--- config.mk ---
export PLATFORM = sky130hd
export DESIGN_NAME = div_repsub
export DESIGN_NICKNAME = d
export VERILOG_FILES = /design/src/rtl/div_repsub.sv
export SDC_FILE = /design/constraint.sdc
export NUM_CORES = 1
export LEC_CHECK = 0
export BUFFER_PORTS_ARGS = -buffer_cell sky130_fd_sc_hd__buf_4
export CORE_ASPECT_RATIO = 1.4
export CORE_UTILIZATION = 43
export CTS_CLUSTER_DIAMETER = 120
export DETAILED_ROUTE_END_ITERATION = 10
export GPL_TIMING_DRIVEN = 0
export PLACE_DENSITY = 0.75
export SLEW_MARGIN = 25
export SYNTH_ARGS = -nofsm -noshare
export SYNTH_HDL_FRONTEND = slang
export SYNTH_SLANG_ARGS = --single-unit
--- constraint.sdc ---
create_clock -name clk -period 6.56 [get_ports clk]
set_input_delay 0.328 -clock clk [delete_from_list [all_inputs] [get_ports clk]]
set_output_delay 0.328 -clock clk [all_outputs]
set_load 0.1 [all_outputs]
--- src/rtl/div_repsub.sv ---
// Sequential unsigned divider by repeated subtraction. Dividend and divisor share
// one operand bus on consecutive cycles; a start/done handshake frames each divide.
module div_repsub #(
  parameter int W = 16
) (
  input  logic         clk,
  input  logic         rst,
  input  logic         start,
  input  logic [W-1:0] data_in,
  output logic [W-1:0] quotient,
  output logic [W-1:0] remainder,
  output logic         done,
  output logic         busy,
  output logic         div_by_zero
);

  typedef enum logic [2:0] {
    IDLE = 3'd0,
    LDA  = 3'd1,
    LDB  = 3'd2,
    CHK  = 3'd3,
    SUB  = 3'd4,
    DONE = 3'd5
  } state_t;

  state_t       state_r;
  state_t       next_s;
  logic [W-1:0] a_r;
  logic [W-1:0] b_r;
  logic [W-1:0] q_r;
  logic         done_r;
  logic         busy_r;
  logic         dbz_r;
  logic         ge_s;
  logic         b_zero_s;

  assign ge_s     = (a_r >= b_r);
  assign b_zero_s = (b_r == {W{1'b0}});

  // Controller state register
  always_ff @(posedge clk) begin
    if (rst) begin
      state_r <= IDLE;
    end else begin
      state_r <= next_s;
    end
  end

  // Controller next-state decode
  always_comb begin
    next_s = state_r;
    case (state_r)
      IDLE: begin
        if (start) next_s = LDA;
        else       next_s = IDLE;
      end
      LDA: next_s = LDB;
      LDB: next_s = CHK;
      CHK: begin
        if (b_zero_s) next_s = DONE;
        else          next_s = SUB;
      end
      SUB: begin
        if (ge_s) next_s = SUB;
        else      next_s = DONE;
      end
      DONE: begin
        if (start) next_s = LDA;
        else       next_s = DONE;
      end
      default: next_s = IDLE;
    endcase
  end

  // Datapath: operand capture, subtract and quotient count
  always_ff @(posedge clk) begin
    if (rst) begin
      a_r <= {W{1'b0}};
      b_r <= {W{1'b0}};
      q_r <= {W{1'b0}};
    end else begin
      case (state_r)
        LDA: begin
          a_r <= data_in;
          q_r <= {W{1'b0}};
        end
        LDB: b_r <= data_in;
        SUB: begin
          if (ge_s) begin
            a_r <= a_r - b_r;
            q_r <= q_r + {{(W-1){1'b0}}, 1'b1};
          end
        end
        default: begin
          a_r <= a_r;
        end
      endcase
    end
  end

  // Status flags registered from the upcoming state so they align with it
  always_ff @(posedge clk) begin
    if (rst) begin
      done_r <= 1'b0;
      busy_r <= 1'b0;
      dbz_r  <= 1'b0;
    end else begin
      done_r <= (next_s == DONE);
      busy_r <= (next_s == LDA) || (next_s == LDB) || (next_s == CHK) || (next_s == SUB);
      if (state_r == LDA) begin
        dbz_r <= 1'b0;
      end else if ((state_r == CHK) && b_zero_s) begin
        dbz_r <= 1'b1;
      end else begin
        dbz_r <= dbz_r;
      end
    end
  end

  assign quotient    = q_r;
  assign remainder   = a_r;
  assign done        = done_r;
  assign busy        = busy_r;
  assign div_by_zero = dbz_r;

endmodule
==> qor.csv, run 1 <==
metric,value,unit
status,finished clean,
RSZ-0062 raised after global routing,no,
P&R area growth vs syn,19.5,%
HPWL after detailed placement,6590,microns
PnR Total Power,1.13,mW
slew of the pin with the lowest slew margin,0.821,ns
Synth Warn #,0,
"flops & latches, synth",54,
top cell type's share of synthesized area,33.4,%
first-pass GRT wire length,13900,microns
Worst Hold Class,in -> reg,
largest area contributor in the netlist,dfxtp_1,
Via Count,3136,
std cell rows,37,
Post-CTS Resized,0,
Die W,75.4,microns
final setup vio count,0,
"FFs w/ async S/R, synth",0,%
"non-filler cells, final",573,
commonest cells in the netlist,"nand2_1 (64), dfxtp_1 (54), nor2_1 (48)",
worst r2r path cells,12,
cell count after synthesis,416,
clk buf depth,2,
crit path DAT,3.05,ns
post-synthesis sequential area ratio,33.4,%
final setup margin,3.69,ns
Slew HR,45.2,%
Fin. Hold Viols,0,
H-tree levels,2,
Pins Over Slew Limit,0,
dominant cells by area after synthesis,"dfxtp_1 (33%), nand2_1 (7.4%), a21oi_1 (6.8%), ha_1 (6.6%), nor2_1 (5.6%)",
P_leak,1.50,nW
Hold WS,0.265,ns
Fin Setup TNS,0,ns
crit share post-route,43.7,%
Syn Nets,453,
hold depth,3,
Worst Setup End Kind,flip-flop,
TritonCTS buffer count,5,
number of antenna violations at the first check in global routing,0,
Clock Tree Root,clkbuf_8,
Tmin final,2.87,ns
fin area,0.00387,sq mm
fin util,52.9,%
crit path max fanout,10,
TritonRoute pass-1 iters,4,
Avg WL per Cell,15.0,microns
pre-CTS WS,3.70,ns
grt ovf,0,
# IOs,54,
largest net degree at the start of global routing,16,
Max VDD drop,0.129,mV
Worst Skew,0.0187,ns
placed cell area,0.00376,sq mm
max-cap violations,0,
Clock transition at path regs,0.11,ns
post-route ant nets,0,
Cell Pwr Density,292,mW/mm^2
Cells after DPL,566,
Main synth FF type,dfxtp_1,
WS Path Type,reg -> reg,
Yosys cell types,58,
Die Ht,105,microns
port bufs,53,
number of antenna diodes,0,
initial drt markers,184,
NumNets Final,513,
Required @ worst endpoint,6.75,ns
hold bufs inserted after CTS,0,
vias in the first global route,3025,
Syn Area/Cell,7.79,sq um
clk_lat worst skew,0.31,ns
Avg Vias per Cell,5.47,
Remaining DRCs,0,
Post-CTS Setup Inserts,0,
Final Wtd Congestion,0.920,
full die area,0.00789,sq mm
most frequent cell after synthesis,nand2_1,
share of cells above drive strength 1,16.6,%
GRT Overall Usage,22.5,%
core area,0.00731,sq mm
Starting Density,44.3,%
Max Fclk,349,MHz
"EDFF count, synth",0,
critical path launch point type,flip-flop,
CTS tree,built,
final WL,8590,microns
Sink Count,54,
Syn Std Cell Area,0.00324,sq mm
final cells by class:
type	instances	area, sq um
well taps	97	121
plain buffers	17	81.3
clock buffers	6	82.6
multi-input cells	318	1980
fillers	734	3440
flip-flops and latches	54	1080
repair buffers	53	398
inverters	27	101
clock inverters	1	30.0
metal layers:
metal	part of all wire [%]	GRT usage, %	vias to the layer above
li1	-	-	1585
met1	41	26.5	1456
met2	52	40.4	85
met3	5.2	2.80	10
met4	1.4	7.94	0
met5	0	0	-
report_power, final:
part | internal (mW) | total (mW) | switching [mW]
registers | 0.351 | 0.370 | 0.0187
logic | 0.181 | 0.527 | 0.345
clock network | 0.122 | 0.234 | 0.112
sequential cells by signal, indices dropped and copies added, names as in the netlist:
name         cells
b_r             16
busy             1
div_by_zero      1
done             1
quotient        16
remainder       16
state_r          3
worst paths after layout:
path,start,end,slack (ns)
max,remainder[0],remainder[2],3.69
min reg2reg,b_r[11],b_r[11],0.48
max reg2reg,remainder[0],remainder[2],3.69
min,data_in[0],b_r[0],0.26
cells in the final DEF, fill, tap and decap left out, types with 3 or more instances in the layout:
master / count
o21ai_0: 10
o21bai_1: 3
nand4_1: 3
dfxtp_1: 54
a211o_1: 3
nor3_2: 5
a21oi_1: 44
or3_1: 3
a211oi_1: 13
xor2_1: 4
o21a_1: 3
a211oi_2: 3
nand3_1: 11
a21o_1: 3
nand3b_1: 3
nor2_1: 48
a221oi_1: 3
ha_1: 17
clkbuf_8: 6
buf_4: 53
clkbuf_1: 12
xnor2_1: 18
nand2_1: 64
a311oi_1: 3
nor2b_1: 6
nor4_1: 4
nor3_1: 8
o211ai_1: 3
inv_1: 26
worst max-delay path, stage by stage, from the launching register on:
cell and delay, ns:
dfxtp_1 0.36, inv_1 0.05, ha_1 0.22, fa_1 0.39
nor2b_1 0.23, o22a_1 0.27, o211a_1 0.24, o31ai_4 0.15
and2_1 0.23, buf_6 0.14, buf_6 0.15, a211oi_1 0.27
nor3_2 0.05
logic make-up (layout without fill, tap and decap cells):
family	Yosys count	count (layout)	synth area share, %
AND/OR/NAND/NOR	166	166	23.6
flip-flops	54	54	33.4
multiplexers	2	2	0.657
XOR/XNOR	22	22	5.95
buffers and inverters	44	104	5.64
adder cells (fa/ha/maj)	18	18	7.18
AO/OA/AOI/OAI	110	110	23.6
No activity file was read; power rests on OpenSTA's default activity.
==> run 2: changes to the inputs <==
==> constraint.sdc (replaced) <==
create_clock -name clk -period 2.85 [get_ports clk]
set_input_delay 0.1425 -clock clk [delete_from_list [all_inputs] [get_ports clk]]
set_output_delay 0.1425 -clock clk [all_outputs]
set_load 0.1 [all_outputs]
==> run 2 against run 1 <==
Effect of this change:
- power grew 120%
- clock-buffer cell count stayed put
- clock power grew 84%
- critical path depth did not move
- fmax increased by 6.0%
- worst hold slack worse by 0.19 ns
- register-to-register slack lost 3.5 ns
- combinational power is 130% higher
- clock skew shrank 0.010 ns
- global-route usage is 0.15 points higher
- routed wire length is 0.27% lower
- critical endpoint is now remainder[4]
==> qor.csv, run 2 (synthesis gave the netlist of run 1 again) <==
metric,value,unit,change
final setup vio count,0,,unchanged
met2 WL post-DR,4450,microns,was 4470 microns
clk_lat worst skew,0.31,ns,about the same
crit-path most repeated cell,buf_6,,unchanged
"most common cell after layout, fill and taps aside",nand2_1,,unchanged
crit path max fanout,10,,unchanged
largest net degree at the start of global routing,16,,unchanged
Fin Setup TNS,0,ns,unchanged
vias in the first global route,2927,,was 3025
full die area,0.00789,sq mm,unchanged
initial drt markers,191,,was 184
Slew HR,45.7,%,was 45.2%
P&R area growth vs syn,20.2,%,was 19.5%
first-pass GRT wire length,13700,microns,was 13900 microns
Required @ worst endpoint,3.04,ns,was 6.75 ns
Worst Skew,0.00839,ns,was 0.0187 ns
core area,0.00731,sq mm,unchanged
GRT Overall Usage,22.7,%,was 22.5%
std cell rows,37,,unchanged
HPWL after detailed placement,6510,microns,was 6590 microns
TritonCTS buffer count,5,,unchanged
NumNets Final,515,,was 513
fin area,0.00389,sq mm,was 0.00387 sq mm
Remaining DRCs,0,,unchanged
family with the most delay on the worst path,compound AO/OA/AOI/OAI gates,,unchanged
grt ovf,0,,unchanged
Avg Vias per Cell,5.56,,was 5.47
Clock Tree Root,clkbuf_8,,unchanged
WL met1,3520,microns,was 3540 microns
placed cell area,0.00377,sq mm,was 0.00376 sq mm
most frequent cells in the layout,"nand2_1 (64), buf_4 (56), nor2_1 (48)",,"was nand2_1 (64), dfxtp_1 (54), buf_4 (53)"
Tmin final,2.71,ns,was 2.87 ns
number of antenna diodes,0,,unchanged
Sink Count,54,,unchanged
fin util,53.3,%,was 52.9%
Worst path max stage delay,0.41,ns,was 0.39 ns
Starting Density,44.3,%,unchanged
crit path DAT,2.89,ns,was 3.05 ns
Final Wtd Congestion,0.912,,was 0.920
critical path depth,12,,unchanged
Clock transition at path regs,0.10,ns,was 0.11 ns
max-cap violations,0,,unchanged
clk buf depth,2,,unchanged
"Cell Chain, Critical Path","inv_1, ha_1, fa_1, nor2b_2, o22a_1, o211a_4, o31ai_4, and2_1, buf_6, buf_6, a211oi_1, nor3_2",,"was inv_1, ha_1, fa_1, nor2b_1, o22a_1, o211a_1, o31ai_4, and2_1, buf_6, buf_6, a211oi_1, nor3_2"
Crit-path slowest cell,fa_1,,unchanged
Cell Pwr Density,645,mW/mm^2,was 292 mW/mm^2
# IOs,54,,unchanged
max layer used,met4,,unchanged
share of cells above drive strength 1,19.7,%,was 16.6%
WS Path Type,reg -> reg,,unchanged
TritonRoute pass-1 iters,4,,unchanged
final WL,8560,microns,was 8590 microns
CTS tree,built,,unchanged
Die W,75.4,microns,unchanged
Max Fclk,370,MHz,was 349 MHz
P_leak,1.49,nW,was 1.50 nW
Pins Over Slew Limit,0,,unchanged
Avg WL per Cell,14.9,microns,was 15.0 microns
WP buf/inv,3,,unchanged
"non-filler cells, final",575,,was 573
post-route ant nets,0,,unchanged
worst r2r path cells,12,,unchanged
Met3 Routed Length,386,microns,was 447 microns
hold bufs inserted after CTS,0,,unchanged
RSZ-0062 raised after global routing,no,,unchanged
port bufs,53,,unchanged
Via Count,3196,,was 3136
H-tree levels,2,,unchanged
Worst Setup End Kind,flip-flop,,unchanged
slew of the pin with the lowest slew margin,0.815,ns,was 0.821 ns
hold depth,3,,unchanged
Max VDD drop,0.282,mV,was 0.129 mV
crit share post-route,94.9,%,was 43.7%
Worst Hold Class,in -> reg,,unchanged
Cells after DPL,566,,unchanged
status,finished clean,,unchanged
Die Ht,105,microns,unchanged
Fin. Hold Viols,0,,unchanged
critical path launch point type,flip-flop,,unchanged
number of antenna violations at the first check in global routing,0,,unchanged
-- run 2: cell types whose count changed in the layout (fill, tap and decap cells not counted), sizes merged --
cell	delta
buf	+1
clkinvlp	+1
bufinv	-1
clkbuf	+1
-- run 2: final timing paths --
path                  endpoint    startpoint  slack (ns)
setup reg to reg  remainder[4]  remainder[0]        0.14
hold / removal          b_r[0]    data_in[0]        0.07
hold reg to reg   remainder[1]  remainder[1]        0.48
setup / recovery  remainder[4]  remainder[0]        0.14
-- run 2: layout make-up --
| class | count | area [sq um] |
|---|---|---|
| Buffer | 16 | 78.8 |
| Clock buffer | 6 | 72.6 |
| Clock inverter | 1 | 7.51 |
| Fill cell | 729 | 3420 |
| Inverter | 27 | 101 |
| Multi-Input combinational cell | 318 | 2000 |
| Sequential cell | 54 | 1100 |
| Tap cell | 97 | 121 |
| Timing Repair Buffer | 56 | 420 |
-- run 2: metal layers --
layer / vias to the layer above / track usage [%]
met5: - / 0
met4: 0 / 9.79
met3: 20 / 3.28
met2: 76 / 40.2
met1: 1516 / 26.0
li1: 1584 / -
-- run 2: power breakdown --
group | total (mW) | internal [mW] | switching (mW) | leakage [nW]
Clock | 0.431 | 0.170 | 0.261 | 0.0373
Combinational | 1.22 | 0.425 | 0.799 | 1.01
Sequential | 0.857 | 0.812 | 0.0453 | 0.444
Total | 2.51 | 1.41 | 1.11 | 1.49
-- run 2: per-stage QoR --
stage                     setup slack (ns)  total power, mW  hold WS [ns]
after floorplan                     0.0219             1.82         0.278
final                                0.145             2.51        0.0749
after global routing                0.0128             2.66        0.0738
after CTS                           0.0113             2.50        0.0744
after detailed placement            0.0437             2.07         0.414
after global placement              0.0489             2.05         0.409
-- run 2: worst reg2reg max path, delay by kind of cell (launching register included) --
| family | cells | cell delay [ns] |
|---|---|---|
| DFF | 1 | 0.36 |
| AOI/OAI and AO/OA | 4 | 0.83 |
| and+or+nand+nor | 3 | 0.45 |
| adders and majority gates | 2 | 0.62 |
| buffers and inverters | 3 | 0.33 |
-- run 2: timing repair --
| item | in CTS | in global routing |
|---|---|---|
| resized for setup | 0 | 5 |
| setup buffers | 0 | 3 |
| setup endpoints to repair | 0 | 26 |
==> run 3: changes to the inputs <==
==> constraint.sdc (replaced) <==
create_clock -name clk -period 2.7 [get_ports clk]
set_input_delay 0.135 -clock clk [delete_from_list [all_inputs] [get_ports clk]]
set_output_delay 0.135 -clock clk [all_outputs]
set_load 0.1 [all_outputs]
==> run 3 against run 2 <==
Effect of this change:
- design area increased by 3.8%
- core utilization increased by 2.0 points
- sequential power increased by 6.2%
- highest routed layer unchanged
- clock-buffer cell count unchanged
- critical endpoint is now remainder[14]
- via count up 1.9%
- setup slack got worse by 0.083 ns
- critical path type unchanged
- combinational power grew 12%
- worst hold slack worse by 0.014 ns
==> qor.csv, run 3 (synthesis gave the netlist of run 1 again) <==
metric,value,unit,change
status,finished clean,,unchanged
clk buf depth,2,,unchanged
Die W,75.4,microns,unchanged
first-pass GRT wire length,14600,microns,was 13700 microns
Hold Crit Start,data_in[5],,was data_in[0]
Avg WL per Cell,15.9,microns,was 14.9 microns
Clock transition at path regs,0.11,ns,was 0.10 ns
WS Path Type,reg -> reg,,unchanged
Hold WS,0.0610,ns,was 0.0749 ns
crit share post-route,97.7,%,was 94.9%
core area,0.00731,sq mm,unchanged
TritonRoute pass-1 iters,5,,was 4
pre-CTS WS,-0.114,ns,was 0.0437 ns
"most common cell after layout, fill and taps aside",nand2_1,,unchanged
Reg-to-Reg Start,remainder[0],,unchanged
Fin. Hold Viols,0,,unchanged
Clock Tree Root,clkbuf_8,,unchanged
max-cap violations,0,,unchanged
clk_lat worst skew,0.32,ns,was 0.31 ns
hold worst-path end,b_r[5],,was b_r[0]
Via Count,3258,,was 3196
critical path launch point type,flip-flop,,unchanged
post-route ant nets,0,,unchanged
Slew HR,27.4,%,was 45.7%
RSZ-0062 raised after global routing,yes,,was no
full die area,0.00789,sq mm,unchanged
P_leak,1.54,nW,was 1.49 nW
"reg-to-reg slack, setup",0.06,ns,was 0.14 ns
Max VDD drop,0.309,mV,was 0.282 mV
Worst R2R End,remainder[14],,was remainder[4]
Final Wtd Congestion,0.935,,was 0.912
slew of the pin with the lowest slew margin,1.09,ns,was 0.815 ns
Avg Vias per Cell,5.62,,was 5.56
CTS tree,built,,unchanged
Worst Hold Class,in -> reg,,unchanged
initial drt markers,194,,was 191
Worst Skew,0.0127,ns,was 0.00839 ns
Cell Pwr Density,678,mW/mm^2,was 645 mW/mm^2
# IOs,54,,unchanged
Worst Setup End Kind,flip-flop,,unchanged
Pins Over Slew Limit,0,,unchanged
std cell rows,37,,unchanged
crit path DAT,2.84,ns,was 2.89 ns
most frequent cells in the layout,"nand2_1 (64), buf_4 (60), nor2_1 (48)",,"was nand2_1 (64), buf_4 (56), nor2_1 (48)"
grt ovf,0,,unchanged
largest net degree at the start of global routing,18,,was 16
Die Ht,105,microns,unchanged
Remaining DRCs,0,,unchanged
hold depth,3,,unchanged
final setup vio count,0,,unchanged
Max Fclk,379,MHz,was 370 MHz
Tmin final,2.64,ns,was 2.71 ns
Sink Count,54,,unchanged
Starting Density,44.3,%,unchanged
worst r2r path cells,11,,was 12
GRT Overall Usage,23.9,%,was 22.7%
number of antenna violations at the first check in global routing,0,,unchanged
Required @ worst endpoint,2.90,ns,was 3.04 ns
P&R area growth vs syn,24.8,%,was 20.2%
share of cells above drive strength 1,24.8,%,was 19.7%
H-tree levels,2,,unchanged
crit path max fanout,10,,unchanged
HPWL after detailed placement,6760,microns,was 6510 microns
port bufs,53,,unchanged
NumNets Final,519,,was 515
number of antenna diodes,0,,unchanged
TritonCTS buffer count,5,,unchanged
vias in the first global route,3205,,was 2927
final WL,9200,microns,was 8560 microns
final setup margin,0.0623,ns,was 0.145 ns
==> run 3: repair_timing <==
action / 4_1_cts / 5_1_grt
setup endpoints to repair: 27 / 30
pin swaps: 3 / 6
resized for setup: 5 / 18
hold buffers: 0 / 0
buffers inserted: 5 / 1
==> run 3: how the worst max path moves through the flow <==
stage                       from             to  slack [ns]  cells after the start
floorplan            quotient[4]   quotient[15]       0.003                      7
global placement          b_r[7]   remainder[1]       -0.08                     10
finish              remainder[0]  remainder[14]        0.06                     11
global route              b_r[9]   quotient[10]       -0.03                     10
CTS                      b_r[11]   remainder[9]        0.02                      9
detailed placement        b_r[7]   remainder[2]       -0.11                     10
==> run 3: layout make-up <==
| cell class | instances | area, sq um |
|---|---|---|
| Fill cell | 748 | 3270 |
| Multi-Input combinational cell | 318 | 2080 |
| Sequential cell | 54 | 1110 |
| Timing Repair Buffer | 59 | 443 |
| Tap cell | 97 | 121 |
| Inverter | 27 | 101 |
| Buffer | 17 | 90.1 |
| Clock buffer | 6 | 72.6 |
| Clock inverter | 2 | 13.8 |
==> run 3: per-stage QoR <==
step                      cell area (sq um)  power [mW]  std cells  setup TNS (ns)  utilization (%)
after CTS                              3960        2.70        579               0             54.1
after detailed placement               3810        2.21        566           -1.37             52.1
after global placement                 3810        2.18        566          -0.646             52.1
final                                  4040        2.74        580               0             55.3
after global routing                   4040        2.91        580          -0.194             55.3
after floorplan                        3290        1.93        416               0                -
==> run 3: report_power, final <==
part / switching (mW) / internal (mW) / total, mW
combinational: 0.880 / 0.487 / 1.37
clock: 0.277 / 0.186 / 0.463
sequential: 0.0494 / 0.860 / 0.910
total: 1.21 / 1.53 / 2.74
==> run 3: critical path, cell delays in order (launching register included) <==
cell and delay, ns:
dfxtp_4 0.37, inv_1 0.04, ha_1 0.22, fa_2 0.38, nor2b_4 0.15, o22a_1 0.16
o211a_1 0.23, o31ai_4 0.13, and2_1 0.22, buf_6 0.14, buf_8 0.15, o41ai_1 0.32
==> run 3: metal layers <==
metal,vias up,track usage [%],part of all wire [%]
met3,23,4.73,5.4
met2,108,42.4,51
met4,0,10.8,3.3
met5,-,0,0
met1,1532,26.1,40
li1,1595,-,-
